`src/rtl/coin_dispenser_if.sv`:
```
// Coin dispenser bus: dispense request with coin counts, the per-coin
// eject/ack handshake with the ejector, and status back to the controller.
// The master side is the environment (vending controller plus ejector);
// the slave side is the dispenser itself.
interface coin_dispenser_if;
    logic       start;
    logic [3:0] quarters_in;
    logic [3:0] dimes_in;
    logic [3:0] nickels_in;
    logic [3:0] pennies_in;
    logic       eject_ack;
    logic       eject_q;
    logic       eject_d;
    logic       eject_n;
    logic       eject_p;
    logic       busy;
    logic       done;
    logic       fault;
    logic [9:0] dispensed;

    modport master (
        output start, quarters_in, dimes_in, nickels_in, pennies_in, eject_ack,
        input  eject_q, eject_d, eject_n, eject_p, busy, done, fault, dispensed
    );

    modport slave (
        input  start, quarters_in, dimes_in, nickels_in, pennies_in, eject_ack,
        output eject_q, eject_d, eject_n, eject_p, busy, done, fault, dispensed
    );
endinterface

```
`src/rtl/coin_dispenser.sv`:
```
// Coin dispenser: ejects a latched set of coins one at a time (quarters,
// dimes, nickels, pennies), waits for an ack per coin, spaces coins by a
// fixed gap, and raises a sticky fault if an ack never arrives.
module coin_dispenser #(
    parameter int GAP_CYCLES = 2,
    parameter int TIMEOUT    = 255
) (
    input logic             clk,
    input logic             reset,
    coin_dispenser_if.slave bus
);

    typedef enum logic [2:0] {
        S_IDLE,
        S_SELECT,
        S_EJECT,
        S_GAP,
        S_FAULT
    } state_t;

    typedef enum logic [1:0] {
        C_Q,
        C_D,
        C_N,
        C_P
    } coin_t;

    // Last timeout count value before the fault fires; eject stays high TIMEOUT cycles.
    localparam logic [7:0] TMO_LAST = 8'(TIMEOUT - 1);
    // Last gap count value; unused when GAP_CYCLES is 0 (GAP is skipped).
    localparam logic [7:0] GAP_LAST = (GAP_CYCLES > 0) ? 8'(GAP_CYCLES - 1) : 8'd0;

    state_t     state;
    coin_t      coin;
    logic [3:0] cnt_q;
    logic [3:0] cnt_d;
    logic [3:0] cnt_n;
    logic [3:0] cnt_p;
    logic [7:0] gap_cnt;
    logic [7:0] tmo_cnt;

    logic       eject_q_r;
    logic       eject_d_r;
    logic       eject_n_r;
    logic       eject_p_r;
    logic       busy_r;
    logic       done_r;
    logic       fault_r;
    logic [9:0] dispensed_r;

    function automatic logic [9:0] coin_value(input coin_t c);
        case (c)
            C_Q:     return 10'd25;
            C_D:     return 10'd10;
            C_N:     return 10'd5;
            default: return 10'd1;
        endcase
    endfunction

    assign bus.eject_q   = eject_q_r;
    assign bus.eject_d   = eject_d_r;
    assign bus.eject_n   = eject_n_r;
    assign bus.eject_p   = eject_p_r;
    assign bus.busy      = busy_r;
    assign bus.done      = done_r;
    assign bus.fault     = fault_r;
    assign bus.dispensed = dispensed_r;

    // Dispense sequencer: all state and outputs registered, async reset clears everything.
    always_ff @(posedge clk or posedge reset) begin
        if (reset) begin
            state       <= S_IDLE;
            coin        <= C_Q;
            cnt_q       <= 4'd0;
            cnt_d       <= 4'd0;
            cnt_n       <= 4'd0;
            cnt_p       <= 4'd0;
            gap_cnt     <= 8'd0;
            tmo_cnt     <= 8'd0;
            eject_q_r   <= 1'b0;
            eject_d_r   <= 1'b0;
            eject_n_r   <= 1'b0;
            eject_p_r   <= 1'b0;
            busy_r      <= 1'b0;
            done_r      <= 1'b0;
            fault_r     <= 1'b0;
            dispensed_r <= 10'd0;
        end else begin
            done_r <= 1'b0;
            case (state)
                // IDLE and FAULT both accept a new request; FAULT keeps fault high until then.
                S_IDLE, S_FAULT: begin
                    if (bus.start) begin
                        cnt_q       <= bus.quarters_in;
                        cnt_d       <= bus.dimes_in;
                        cnt_n       <= bus.nickels_in;
                        cnt_p       <= bus.pennies_in;
                        dispensed_r <= 10'd0;
                        fault_r     <= 1'b0;
                        busy_r      <= 1'b1;
                        state       <= S_SELECT;
                    end
                end
                S_SELECT: begin
                    tmo_cnt <= 8'd0;
                    if (cnt_q != 4'd0) begin
                        coin      <= C_Q;
                        eject_q_r <= 1'b1;
                        state     <= S_EJECT;
                    end else if (cnt_d != 4'd0) begin
                        coin      <= C_D;
                        eject_d_r <= 1'b1;
                        state     <= S_EJECT;
                    end else if (cnt_n != 4'd0) begin
                        coin      <= C_N;
                        eject_n_r <= 1'b1;
                        state     <= S_EJECT;
                    end else if (cnt_p != 4'd0) begin
                        coin      <= C_P;
                        eject_p_r <= 1'b1;
                        state     <= S_EJECT;
                    end else begin
                        done_r <= 1'b1;
                        busy_r <= 1'b0;
                        state  <= S_IDLE;
                    end
                end
                // Ack is checked before the timeout so an ack on the last cycle still counts.
                S_EJECT: begin
                    if (bus.eject_ack) begin
                        case (coin)
                            C_Q:     cnt_q <= cnt_q - 4'd1;
                            C_D:     cnt_d <= cnt_d - 4'd1;
                            C_N:     cnt_n <= cnt_n - 4'd1;
                            default: cnt_p <= cnt_p - 4'd1;
                        endcase
                        dispensed_r <= dispensed_r + coin_value(coin);
                        eject_q_r   <= 1'b0;
                        eject_d_r   <= 1'b0;
                        eject_n_r   <= 1'b0;
                        eject_p_r   <= 1'b0;
                        gap_cnt     <= 8'd0;
                        if (GAP_CYCLES == 0) begin
                            state <= S_SELECT;
                        end else begin
                            state <= S_GAP;
                        end
                    end else if (tmo_cnt == TMO_LAST) begin
                        eject_q_r <= 1'b0;
                        eject_d_r <= 1'b0;
                        eject_n_r <= 1'b0;
                        eject_p_r <= 1'b0;
                        fault_r   <= 1'b1;
                        busy_r    <= 1'b0;
                        state     <= S_FAULT;
                    end else begin
                        tmo_cnt <= tmo_cnt + 8'd1;
                    end
                end
                S_GAP: begin
                    if (gap_cnt == GAP_LAST) begin
                        state <= S_SELECT;
                    end else begin
                        gap_cnt <= gap_cnt + 8'd1;
                    end
                end
                default: begin
                    state <= S_IDLE;
                end
            endcase
        end
    end

endmodule

```
`src/flat_wrapper.sv`:
```
// flat-port wrapper written by rule: the top's interface ports become plain ports
module coin_dispenser_flat 
#(
    parameter int GAP_CYCLES = 2,
    parameter int TIMEOUT    = 255
)
  (clk, reset, bus_start, bus_quarters_in, bus_dimes_in, bus_nickels_in, bus_pennies_in, bus_eject_ack, bus_eject_q, bus_eject_d, bus_eject_n, bus_eject_p, bus_busy, bus_done, bus_fault, bus_dispensed);
  coin_dispenser_if bus_i ();
  input logic clk;
  input logic reset;
  input wire logic [$bits(bus_i.start)-1:0] bus_start;
  input wire logic [$bits(bus_i.quarters_in)-1:0] bus_quarters_in;
  input wire logic [$bits(bus_i.dimes_in)-1:0] bus_dimes_in;
  input wire logic [$bits(bus_i.nickels_in)-1:0] bus_nickels_in;
  input wire logic [$bits(bus_i.pennies_in)-1:0] bus_pennies_in;
  input wire logic [$bits(bus_i.eject_ack)-1:0] bus_eject_ack;
  output wire logic [$bits(bus_i.eject_q)-1:0] bus_eject_q;
  output wire logic [$bits(bus_i.eject_d)-1:0] bus_eject_d;
  output wire logic [$bits(bus_i.eject_n)-1:0] bus_eject_n;
  output wire logic [$bits(bus_i.eject_p)-1:0] bus_eject_p;
  output wire logic [$bits(bus_i.busy)-1:0] bus_busy;
  output wire logic [$bits(bus_i.done)-1:0] bus_done;
  output wire logic [$bits(bus_i.fault)-1:0] bus_fault;
  output wire logic [$bits(bus_i.dispensed)-1:0] bus_dispensed;
  assign bus_i.start = bus_start;
  assign bus_i.quarters_in = bus_quarters_in;
  assign bus_i.dimes_in = bus_dimes_in;
  assign bus_i.nickels_in = bus_nickels_in;
  assign bus_i.pennies_in = bus_pennies_in;
  assign bus_i.eject_ack = bus_eject_ack;
  assign bus_eject_q = bus_i.eject_q;
  assign bus_eject_d = bus_i.eject_d;
  assign bus_eject_n = bus_i.eject_n;
  assign bus_eject_p = bus_i.eject_p;
  assign bus_busy = bus_i.busy;
  assign bus_done = bus_i.done;
  assign bus_fault = bus_i.fault;
  assign bus_dispensed = bus_i.dispensed;
  coin_dispenser #(.GAP_CYCLES(GAP_CYCLES), .TIMEOUT(TIMEOUT)) u_core (.clk(clk), .reset(reset), .bus(bus_i));
endmodule
```
`config.mk`:
```
export PLATFORM = sky130hd
export DESIGN_NAME = coin_dispenser_flat
export DESIGN_NICKNAME = d
export VERILOG_FILES = /design/src/rtl/coin_dispenser_if.sv /design/src/rtl/coin_dispenser.sv /design/src/flat_wrapper.sv
export SDC_FILE = /design/constraint.sdc
export NUM_CORES = 1
export LEC_CHECK = 0
export CORE_MARGIN = 10
export CORE_UTILIZATION = 50
export DETAILED_ROUTE_END_ITERATION = 16
export PLACE_DENSITY = 0.69
export SLEW_MARGIN = 30
export SYNTH_ARGS = -nofsm -noshare
export SYNTH_HDL_FRONTEND = slang
export SYNTH_SLANG_ARGS = --single-unit
```
`constraint.sdc`:
```
create_clock -name clk -period 2.75 [get_ports clk]
set_input_delay 0.825 -clock clk [delete_from_list [all_inputs] [get_ports clk]]
set_output_delay 0.825 -clock clk [all_outputs]
set_load 0.02 [all_outputs]
```
* Word level (Yosys, flattened, before mapping)
Cells that the tools add are included.
Storage, ports and cells: register bits after elaboration 54, bits of input ports 20, output and inout bits 17, logic and storage cells 152
Cells by class: add/subtract/negate cells 7, equal/unequal tests 28, muxes and demuxes 73, reduce and logical (&&, ||, !) cells 28
Operators with widths (number):
- $mux W4 | 12
- $mux W10 | 4
- $mux W8 | 4
- $pmux W4 S2 | 4
- $pmux W8 S2 | 2
- $mux W1 | 26
- $ne A2 B2 Y1 const B | 13
- $reduce_and A4 Y1 | 6
- $mux W3 | 7
- $pmux W10 S2 | 1
- $reduce_bool A4 Y1 | 5
- $add A8 B1 Y8 const B | 2
- $sub A4 B1 Y4 const B | 4
- $pmux W5 S3 | 1
- $reduce_and A3 Y1 | 5
- $ne A2 B1 Y1 const B | 6
- $pmux W3 S4 | 1
- $add A10 B10 Y10 | 1
- $mux W2 | 5
- $pmux W1 S2 | 5
- $eq A8 B1 Y1 const B | 1
- $eq A8 B8 Y1 const B | 1
- $reduce_and A8 Y1 | 1
- $eq A3 B2 Y1 const B | 2
- 15 further kinds | 17

* Logic depth before layout (Yosys ltp)
depth after elaboration 7, gate-level depth with buffers 8, depth with buffers taken out 8

* Least setup slack after synthesis
Ideal clock, no wire load.
kind input to register, from input bus_eject_ack, to register u_core.cnt_d[3], setup time 121 ps, arrival time 1901 ps, required time 2629 ps, path slack 728 ps, stages 5, buffers on the path 1, cell sequence buf_4 -> nand3b_4 -> a221oi_4 -> o21ai_0 -> a22o_1
On the way: word-level cells in the longest chain between the ends 2
Ends and longest elaborated chain:
- start: declaration | RTL line flat_wrapper.sv:16 | input wire logic [$bits(bus_i.eject_ack)-1:0] bus_eject_ack;
- $ne A2 B2 Y1 (no line)
- $reduce_and A4 Y1 (no line)
- end signal: assignment | RTL line coin_dispenser.sv:95 | cnt_d <= bus.dimes_in;
- end signal: assignment | RTL line coin_dispenser.sv:133 | C_D: cnt_d <= cnt_d - 4'd1;
- end: declaration | RTL line coin_dispenser.sv:36 | logic [3:0] cnt_d;
Every way passes these cells. A chain may end at the register's enable or synchronous reset.

* Worst setup path in the final report
from input bus_start, to register u_core.cnt_q[3]
On the way: word-level cells in the longest chain between the ends 2
Ends and longest elaborated chain:
- start: declaration | RTL line flat_wrapper.sv:11 | input wire logic [$bits(bus_i.start)-1:0] bus_start;
- $ne A2 B2 Y1 (no line)
- $reduce_and A4 Y1 (no line)
- end signal: assignment | RTL line coin_dispenser.sv:94 | cnt_q <= bus.quarters_in;
- end signal: assignment | RTL line coin_dispenser.sv:132 | C_Q: cnt_q <= cnt_q - 4'd1;
- end: declaration | RTL line coin_dispenser.sv:35 | logic [3:0] cnt_q;
Every way passes these cells.

==> summary.md <==
| Metric | Value |
|---|---|
| Initial antenna violation count | `0` |
| Final hold violations | `0` |
| Final ANT Viol Nets | `0` |
| Avg WL per Cell | `15.6 um` |
| Worst-path maximum fanout | `8` |
| Total chip power | `3.60 mW` |
| Skew final | `0.00769 ns` |
| Tmin final | `2.22 ns` |
| First-pass DRT Iterations | `4` |
| Clk Latency, worst-skew pair | `0.31 ns` |
| DIE AREA | `10300 um2` |
| Nets | `420` |
| PwrDens | `932 nW/um2` |
| Post-synth top cells | `54 x dfrtp_1, 33 x nand2_1, 25 x o21ai_0` |
| Worst Tran Pin Value | `0.527 ns` |
| RSZ-0062 raised after global routing | `false` |
| Routability congestion estimate | `0.887` |
| Yosys reg bits | `54` |
| CTS tree | `built` |
| Synth top area cells | `dfrtp_1 41%, ha_1 6.0%, o21ai_0 3.8%` |
| Setup bufs post-CTS | `0` |
| Total Routing Usage GR | `0.144` |
| Cell count after synthesis | `345` |
| WL final | `7170 um` |
| Vias in the first global route | `2688` |
| Yosys cell types | `56` |
| Worst-case clock buffer depth | `2` |
| Max Clock Freq | `451 MHz` |
| Core area | `6390 um2` |
| Critical Path AT | `2.42 ns` |
| Final setup fails | `0` |
| Peak supply drop | `0.000489 V` |
| Max Cap Viol | `0` |
| Avg Cell Area, Syn | `9.63 um2` |
| Max Slew Vio Count | `0` |
| Die W | `101 um` |
| Area of the mapped netlist | `3320 um2` |
| # H-tree levels | `2` |
| PostCTS Resize Cnt | `0` |
| CP Launch Type | `input pin` |
| Seq/Total Area, Yosys | `0.407` |
| Vias | `2639` |
| Biggest area consumer among synthesized cells | `dfrtp_1` |
| Worst min path class | `flip-flop to flip-flop` |
| Outcome | `completed` |
| # clock sinks | `54` |
| Setup_tns | `0 ns` |
| P&R area growth vs syn | `16.4%` |
| Top FF cell, synth | `dfrtp_1` |
| DR DRC count | `0` |
| Synth Warn # | `0` |
| Layout fillers | `567` |
| Post-synth ARST share | `1.00` |
| Setup CP Type | `input pin to flip-flop` |
| Largest net degree at the start of global routing | `55` |
| Rows | `29` |
| Max-slew headroom | `0.648` |
| Diodes inserted | `0` |
| Die Y | `101 um` |
| Leakage power | `1.67 nW` |
| Post-CTS Hold Buffers | `0` |
| Period Utilization, post-route | `0.806` |
| Hold WS | `0.507 ns` |
| Share of the synthesized area in the top cell type | `0.407` |
| I/O Pins | `37` |
| Starting density of the core | `0.520` |
| Clk pin slew, worst setup/hold paths | `0.09 ns` |
| Most numerous cell in the Yosys netlist | `dfrtp_1` |
| Wire length of the first global-routing pass | `12400 um` |
| Total grt overflow | `0` |
| Post-synth EDFFs | `0` |
| Req. time, crit path | `2.95 ns` |
| HPWL Detailed | `5200 um` |
| Port bufs | `36` |
| Share of layout cells above drive strength 1 | `0.0864` |
| DR iter-0 viols | `164` |
| Crit. End Element | `flip-flop` |
| CTS buffer count | `5` |
| Syn nets | `382` |
| Root buffer cell | `clkbuf_8` |
| Avg Vias per Cell | `5.75` |
final cells by class:
class,instances,area [um2],share of cell area
sequential,54,1350,0.350
multi-input combinational,253,1790,0.463
inverter,23,86.3,0.0223
timing repair buffer,46,460,0.119
clock buffer,6,82.6,0.0214
tap,77,96.3,0.0249
logic make-up after synthesis:
| kind of cell | count (synthesis) | share of synthesized area |
|---|---|---|
| adder cells (fa/ha/maj) | 17 | 0.0663 |
| multiplexers | 7 | 0.0211 |
| AO/OA/AOI/OAI | 96 | 0.221 |
| buffers and inverters | 38 | 0.0546 |
| AND/OR/NAND/NOR | 126 | 0.212 |
| flip-flops | 54 | 0.407 |
| XOR/XNOR | 7 | 0.0185 |
placed cells by master (no fill, tap or decap), types with 9 or more instances in the layout:
master	n
dfrtp_1	54
nor2_1	16
ha_1	16
nand2b_1	9
o21ai_0	25
nand4_1	11
o211ai_1	9
nand2_1	33
clkdlybuf4s50_1	36
nand3_1	22
a21oi_1	18
inv_1	22
metrics by stage:
stage               utilization  instance area, um2  cells  worst slack (ns)
floorplan                     -                3320    345             0.610
global placement          0.592                3780    453             0.264
detailed placement        0.592                3780    453             0.227
CTS                       0.605                3860    459             0.520
global route              0.605                3860    459             0.390
finish                    0.605                3860    459             0.534
report_power, final:
part / switching, mW / internal [mW]
Combinational: 1.03 / 0.825
Clock: 0.249 / 0.195
Sequential: 0.274 / 1.03
Total: 1.55 / 2.05
critical path, cell delays in order:
cell and delay, ns:
clkdlybuf4s50_1 0.51, nand2b_1 0.30, a221oi_4 0.42, o21ai_1 0.13, a22o_1 0.24
registers in the layout, summed over array words and instances, names as in the netlist:
| register | flops |
|---|---|
| u_core.bus.dispensed | 10 |
| u_core.cnt_q | 4 |
| u_core.bus.eject_n | 1 |
| u_core.coin | 2 |
| u_core.state | 3 |
| u_core.bus.done | 1 |
| u_core.cnt_n | 4 |
| u_core.bus.eject_d | 1 |
| u_core.bus.eject_p | 1 |
| u_core.tmo_cnt | 8 |
| u_core.cnt_p | 4 |
| u_core.cnt_d | 4 |
| u_core.bus.eject_q | 1 |
| u_core.gap_cnt | 8 |
| u_core.bus.fault | 1 |
| u_core.bus.busy | 1 |
layer usage:
layer	vias up	GRT usage	share of wire
met3	5	0.0402	0.042
met4	0	0.0354	0.0086
li1	1325	-	-
met5	-	0	0
met1	1271	0.185	0.48
met2	38	0.233	0.46
final timing paths:
| check | from | to | slack [ns] | depth (start not counted) |
|---|---|---|---|---|
| setup / recovery | bus_start | u_core.cnt_q[3]$_DFFE_PP0P_ | 0.53 | 5 |
| hold reg to reg | u_core.bus.eject_n$_DFFE_PP0P_ | u_core.bus.eject_n$_DFFE_PP0P_ | 0.51 | 1 |
| max in group asynchronous | reset | u_core.coin[1]$_DFFE_PP0P_ | 1.62 | 3 |
| hold / removal | u_core.bus.eject_n$_DFFE_PP0P_ | u_core.bus.eject_n$_DFFE_PP0P_ | 0.51 | 1 |
| min in group asynchronous | reset | u_core.bus.dispensed[5]$_DFFE_PP0P_ | 0.88 | 3 |
| setup reg to reg | u_core.coin[1]$_DFFE_PP0P_ | u_core.bus.dispensed[8]$_DFFE_PP0P_ | 0.61 | 8 |
(Power assumes the default switching activity.)
==> variant 1, RTL diff (config.mk and constraints unchanged) <==
The 5 states of `state_t` get a one-hot encoding in 5 bits.
--- a/src/rtl/coin_dispenser.sv
+++ b/src/rtl/coin_dispenser.sv
@@ -10,12 +10,12 @@
     coin_dispenser_if.slave bus
 );
 
-    typedef enum logic [2:0] {
-        S_IDLE,
-        S_SELECT,
-        S_EJECT,
-        S_GAP,
-        S_FAULT
+    typedef enum logic [4:0] {
+        S_IDLE   = 5'b00001,
+        S_SELECT = 5'b00010,
+        S_EJECT  = 5'b00100,
+        S_GAP    = 5'b01000,
+        S_FAULT  = 5'b10000
     } state_t;
 
     typedef enum logic [1:0] {
Function: same outputs for any inputs over 10 cycles, from zero or initial values and one cycle with reset high; not proved beyond that.
==> variant 1 against the original RTL <==
Setup slack worse by 200 ps. Sequential cell count up 2. Wire length up 1.0%. Synthesized area down 2.3%. Total power down 1.6%. Design area down 0.87%. Critical path depth up 5. Critical path type is now reg -> reg. Largest cell class unchanged.
==> variant 1: results (changes against the original RTL) <==
PwrDens=925.1 nW/µm² (-0.73%); Comb group=1610 µW (-13%); top cells by area, synth=dfrtp_1 42%, ha_1 5.8%, a21oi_1 4.9%, nor2_1 3.9%, o21ai_0 3.9%; hold worst-path end=u_core.bus.fault$_DFFE_PP0P_; CTS Buffer Depth=2 (unchanged); vias in the first global route=2598 (-3.3%); Min Hold Slack=516.6 ps (+10.03 ps); clock insertion delay at the later pin of the skew report=310 ps (about the same); Cells after Synth=353 (+2.3%); syn_nets=389 (+1.8%); Initial DRC Count=126 (-23%); worst setup margin=331.7 ps (-202.0 ps); sequential share of power=39.1% (+2.9 points); DR vias=2707 (+2.6%); initial antenna violation count=0 (unchanged); final wirelength=7.246 mm (+1.0%); Placed Cells=462 (+2.0%); clock skew=8.159 ps (+0.4712 ps); Pleak=0.001593 µW (-4.9%); Place WS=154.1 ps (-73.05 ps); status=complete, no violations; Met2 Wirelength=3.442 mm (+3.2%); worst hold path startpoint=u_core.bus.fault$_DFFE_PP0P_; critical path's slowest cell=dfrtp_1; M3 GR Usage=3.567% (-0.45 points); most frequent cells after synthesis=55 x dfrtp_1, 34 x nor2_1, 32 x a21oi_1; RR Endpoint=u_core.bus.dispensed[6]$_DFFE_PP0P_; CP delay by family, top=simple AND/OR/NAND/NOR gates; Syn-to-layout area delta=18.09%; sequential cell area fraction in the yosys report=43.23% (+2.5 points); met2 Use GR=23.34% (about the same); first-pass GRT wire length=12.19 mm (-1.4%); wl on met1=3.367 mm (-3.0%); met3 wire length=343 µm (+14%); VDD IR max=443.1 µV (-9.4%); fillers=559 (-1.4%); CP startpoint=u_core.coin[1]$_DFFE_PP0P_; GRT Overall Usage=14.48% (+0.089 points); Max Fanout on Critical Path=4 (-4); slew margin rel.=53.65% (-11 points); RD Place Congestion=0.8390 (-5.4%); slowest cell delay on critical path=400 ps (-110 ps); met1 Track Usage GR=18.67% (+0.16 points); Net Sw Power=1468 µW (-5.3%); WP data arrival=2650 ps (+230 ps); layout cells sized above 1=7.888% (-0.75 points)
## variant 1: cell count changes after synthesis, moves of 4 or more
cell / change
xnor2_1: +5
nor2b_1: +4
a22o_1: -5
nand2_1: -6
nand3_1: -8
nand4_1: -8
buf_2: +4
nor4_1: +5
mux2i_1: -7
a21oi_1: +14
nor2_1: +18
nor3_1: +4
inv_1: -5
o31ai_1: +4
## variant 1: kinds of logic after synthesis
| group | count (synthesis) | synth area share [%] |
|---|---|---|
| AND/OR/NAND/NOR | 131 | 21.10 |
| AO/OA/AOI/OAI | 105 | 21.17 |
| flip-flops | 56 | 43.23 |
| buffers and inverters | 32 | 4.589 |
| adder cells (fa/ha/maj) | 16 | 6.402 |
| XOR/XNOR | 13 | 3.509 |
## variant 1: area by class of cell
class / instances / area share, %
well taps: 77 / 2.515
flip-flops and latches: 56 / 36.61
repair buffers: 46 / 12.02
inverters: 18 / 1.764
clock buffers: 5 / 1.796
clock inverters: 3 / 1.110
multi-input cells: 265 / 44.19
==> variant 2, RTL diff (same flow settings) <==
Without the edit above. `TIMEOUT` is set to 255 in 2 places; all go to 127.
--- a/src/rtl/coin_dispenser.sv
+++ b/src/rtl/coin_dispenser.sv
@@ -3,7 +3,7 @@
 // fixed gap, and raises a sticky fault if an ack never arrives.
 module coin_dispenser #(
     parameter int GAP_CYCLES = 2,
-    parameter int TIMEOUT    = 255
+    parameter int TIMEOUT    = 127
 ) (
     input logic             clk,
     input logic             reset,
--- a/src/flat_wrapper.sv
+++ b/src/flat_wrapper.sv
@@ -2,7 +2,7 @@
 module coin_dispenser_flat 
 #(
     parameter int GAP_CYCLES = 2,
-    parameter int TIMEOUT    = 255
+    parameter int TIMEOUT    = 127
 )
   (clk, reset, bus_start, bus_quarters_in, bus_dimes_in, bus_nickels_in, bus_pennies_in, bus_eject_ack, bus_eject_q, bus_eject_d, bus_eject_n, bus_eject_p, bus_busy, bus_done, bus_fault, bus_dispensed);
   coin_dispenser_if bus_i ();
Check against the original RTL: same outputs for any inputs over 10 cycles, from zero or initial values and one cycle with reset high; that may be too few to reach the edited logic, so the function may still have changed.
==> variant 2 against the original RTL <==
Synthesized area down 4.7%. Setup slack worse by 130 ps. Largest power group unchanged. Non-clock buffer count up 5. Highest routed layer unchanged. Synthesized cell count down 1.7%. Critical path type unchanged. Total power down 1.7%. Design area down 2.8%. Sequential cell count unchanged. Wire length down 0.29%.
==> variant 2: results (changes against the original RTL) <==
H-tree depth=2 (unchanged); initial antenna violation count=0 (unchanged); CTS Buffer Depth=2 (unchanged); Synth Area in Compound Gates=21.11% (-0.97 points); vias in the first global route=2540 (-5.5%); syn_nets=376 (-1.6%); DR vias=2606 (-1.3%); slew margin rel.=52.04% (-13 points); sequential cell area fraction in the yosys report=42.69% (+2.0 points); most frequent cells after synthesis=54 x dfrtp_1, 32 x nand2_1, 25 x o21ai_0; ant diodes=0 (unchanged); RD Place Congestion=0.8180 (-7.8%); WL/cell=15.68 µm (+0.36%); Post-CTS Setup Bufs=0 (unchanged); first-pass GRT wire length=12.07 mm (-2.4%); nets=418 (-0.48%); critical path's slowest cell=clkdlybuf4s50_1; clock slew at reported path FFs=90 ps (about the same); DPL Wire Length=5.420 mm (+4.2%); top cells by area, synth=dfrtp_1 43%, ha_1 6.3%, o21ai_0 4.0%, nand2_1 3.8%, a21oi_1 3.0%; Synth Area in Adders=6.957% (+0.33 points); Hold WC Path Type=reg -> reg; dpl cell area=3676 µm² (-2.8%); Place WS=112.5 ps (-114.7 ps); Yosys warnings=0 (unchanged); top_reg_cell synth=dfrtp_1; WP data arrival=2540 ps (+120 ps); Synth cell types=54 (-3.6%); max reg flops=10 (unchanged); clock insertion delay at the later pin of the skew report=310 ps (about the same); layout cells sized above 1=8.924% (+0.29 points); post_cts resized=0 (unchanged); Max Fanout on Critical Path=8 (unchanged); CTS Buf Count=5 (unchanged); post-synthesis mux area share=1.581% (-0.53 points); largest net degree at the start of global routing=29 (-47%); Pleak=0.001617 µW (-3.5%); ys async rst share=100.0% (unchanged); slowest cell delay on critical path=570 ps (+60 ps); CTS Root Buffer Type=clkbuf_8; port buffer count=36 (unchanged); fillers=527 (-7.1%); GRT Overall Usage=14.34% (-0.053 points); status=complete, no violations; xor/xnor cell area share of the yosys netlist=1.937% (+0.090 points); first drt pass iteration count=5 (+1); Initial DRC Count=149 (-9.1%); VDD IR max=536.5 µV (+9.6%); clock skew=7.009 ps (-0.6792 ps)
variant 2: cell count changes after synthesis, sizes merged, moves of 3 or more:
cell / delta
nand2b: +3
nor2: -3
clkbuf: +5
nand3: -3
buf: -4
variant 2: cell type report:
cell class | instances | area, µm² | share of cell area, %
clock buffer | 5 | 68.82 | 1.833
clock inverter | 2 | 10.01 | 0.2666
inverter | 21 | 78.83 | 2.099
multi-input combinational | 248 | 1667 | 44.39
sequential | 54 | 1351 | 35.99
tap | 75 | 93.84 | 2.499
timing repair buffer | 51 | 485.5 | 12.93
variant 2: power by group:
part           switching (µW)  internal [µW]
clock network             251            172
logic                    1040            806
registers                 240           1030
variant 2: path summary, 6_finish.rpt:
| path | to | depth (start not counted) | slack, ps | startpoint |
|---|---|---|---|---|
| worst max-delay path | u_core.cnt_n[1]$_DFFE_PP0P_ | 6 | 410 | bus_eject_ack |
| worst min-delay path | u_core.bus.eject_q$_DFFE_PP0P_ | 1 | 490 | u_core.bus.eject_q$_DFFE_PP0P_ |
| worst max register to register | u_core.tmo_cnt[6]$_DFFE_PP0P_ | 4 | 570 | u_core.state[1]$_DFFE_PP0P_ |
| worst min register to register | u_core.bus.eject_q$_DFFE_PP0P_ | 1 | 490 | u_core.bus.eject_q$_DFFE_PP0P_ |
| max in group asynchronous | u_core.bus.dispensed[0]$_DFFE_PP0P_ | 3 | 1440 | reset |
| min in group asynchronous | u_core.bus.eject_q$_DFFE_PP0P_ | 2 | 810 | reset |
variant 2: critical path, delay by kind of cell:
kind,cells,cell delay [ps]
simple gates,1,320
buf+inv,2,780
compound gates,3,620
variant 2: logic make-up (layout without fill, tap and decap cells):
kind of cell / Yosys count / in the layout
XOR/XNOR: 7 / 7
flip-flops: 54 / 54
adder cells (fa/ha/maj): 17 / 17
AND/OR/NAND/NOR: 123 / 123
AO/OA/AOI/OAI: 96 / 96
multiplexers: 5 / 5
buffers and inverters: 37 / 79
variant 2: routing by layer:
metal,share of wire [%],GRT usage [%]
met1,47,19.27
met2,48,22.90
met3,4.2,3.322
met4,0.56,2.977
met5,0,0
variant 2: through the flow:
| stage | instances | power [µW] | hold WS (ps) |
|---|---|---|---|
| final | 456 | 3541 | 493.9 |
| after global routing | 456 | 3844 | 549.6 |
| after CTS | 456 | 3561 | 501.9 |
| after detailed placement | 449 | 3132 | 479.4 |
| after global placement | 449 | 3068 | 473.7 |
| after floorplan | 339 | 2540 | 487.0 |
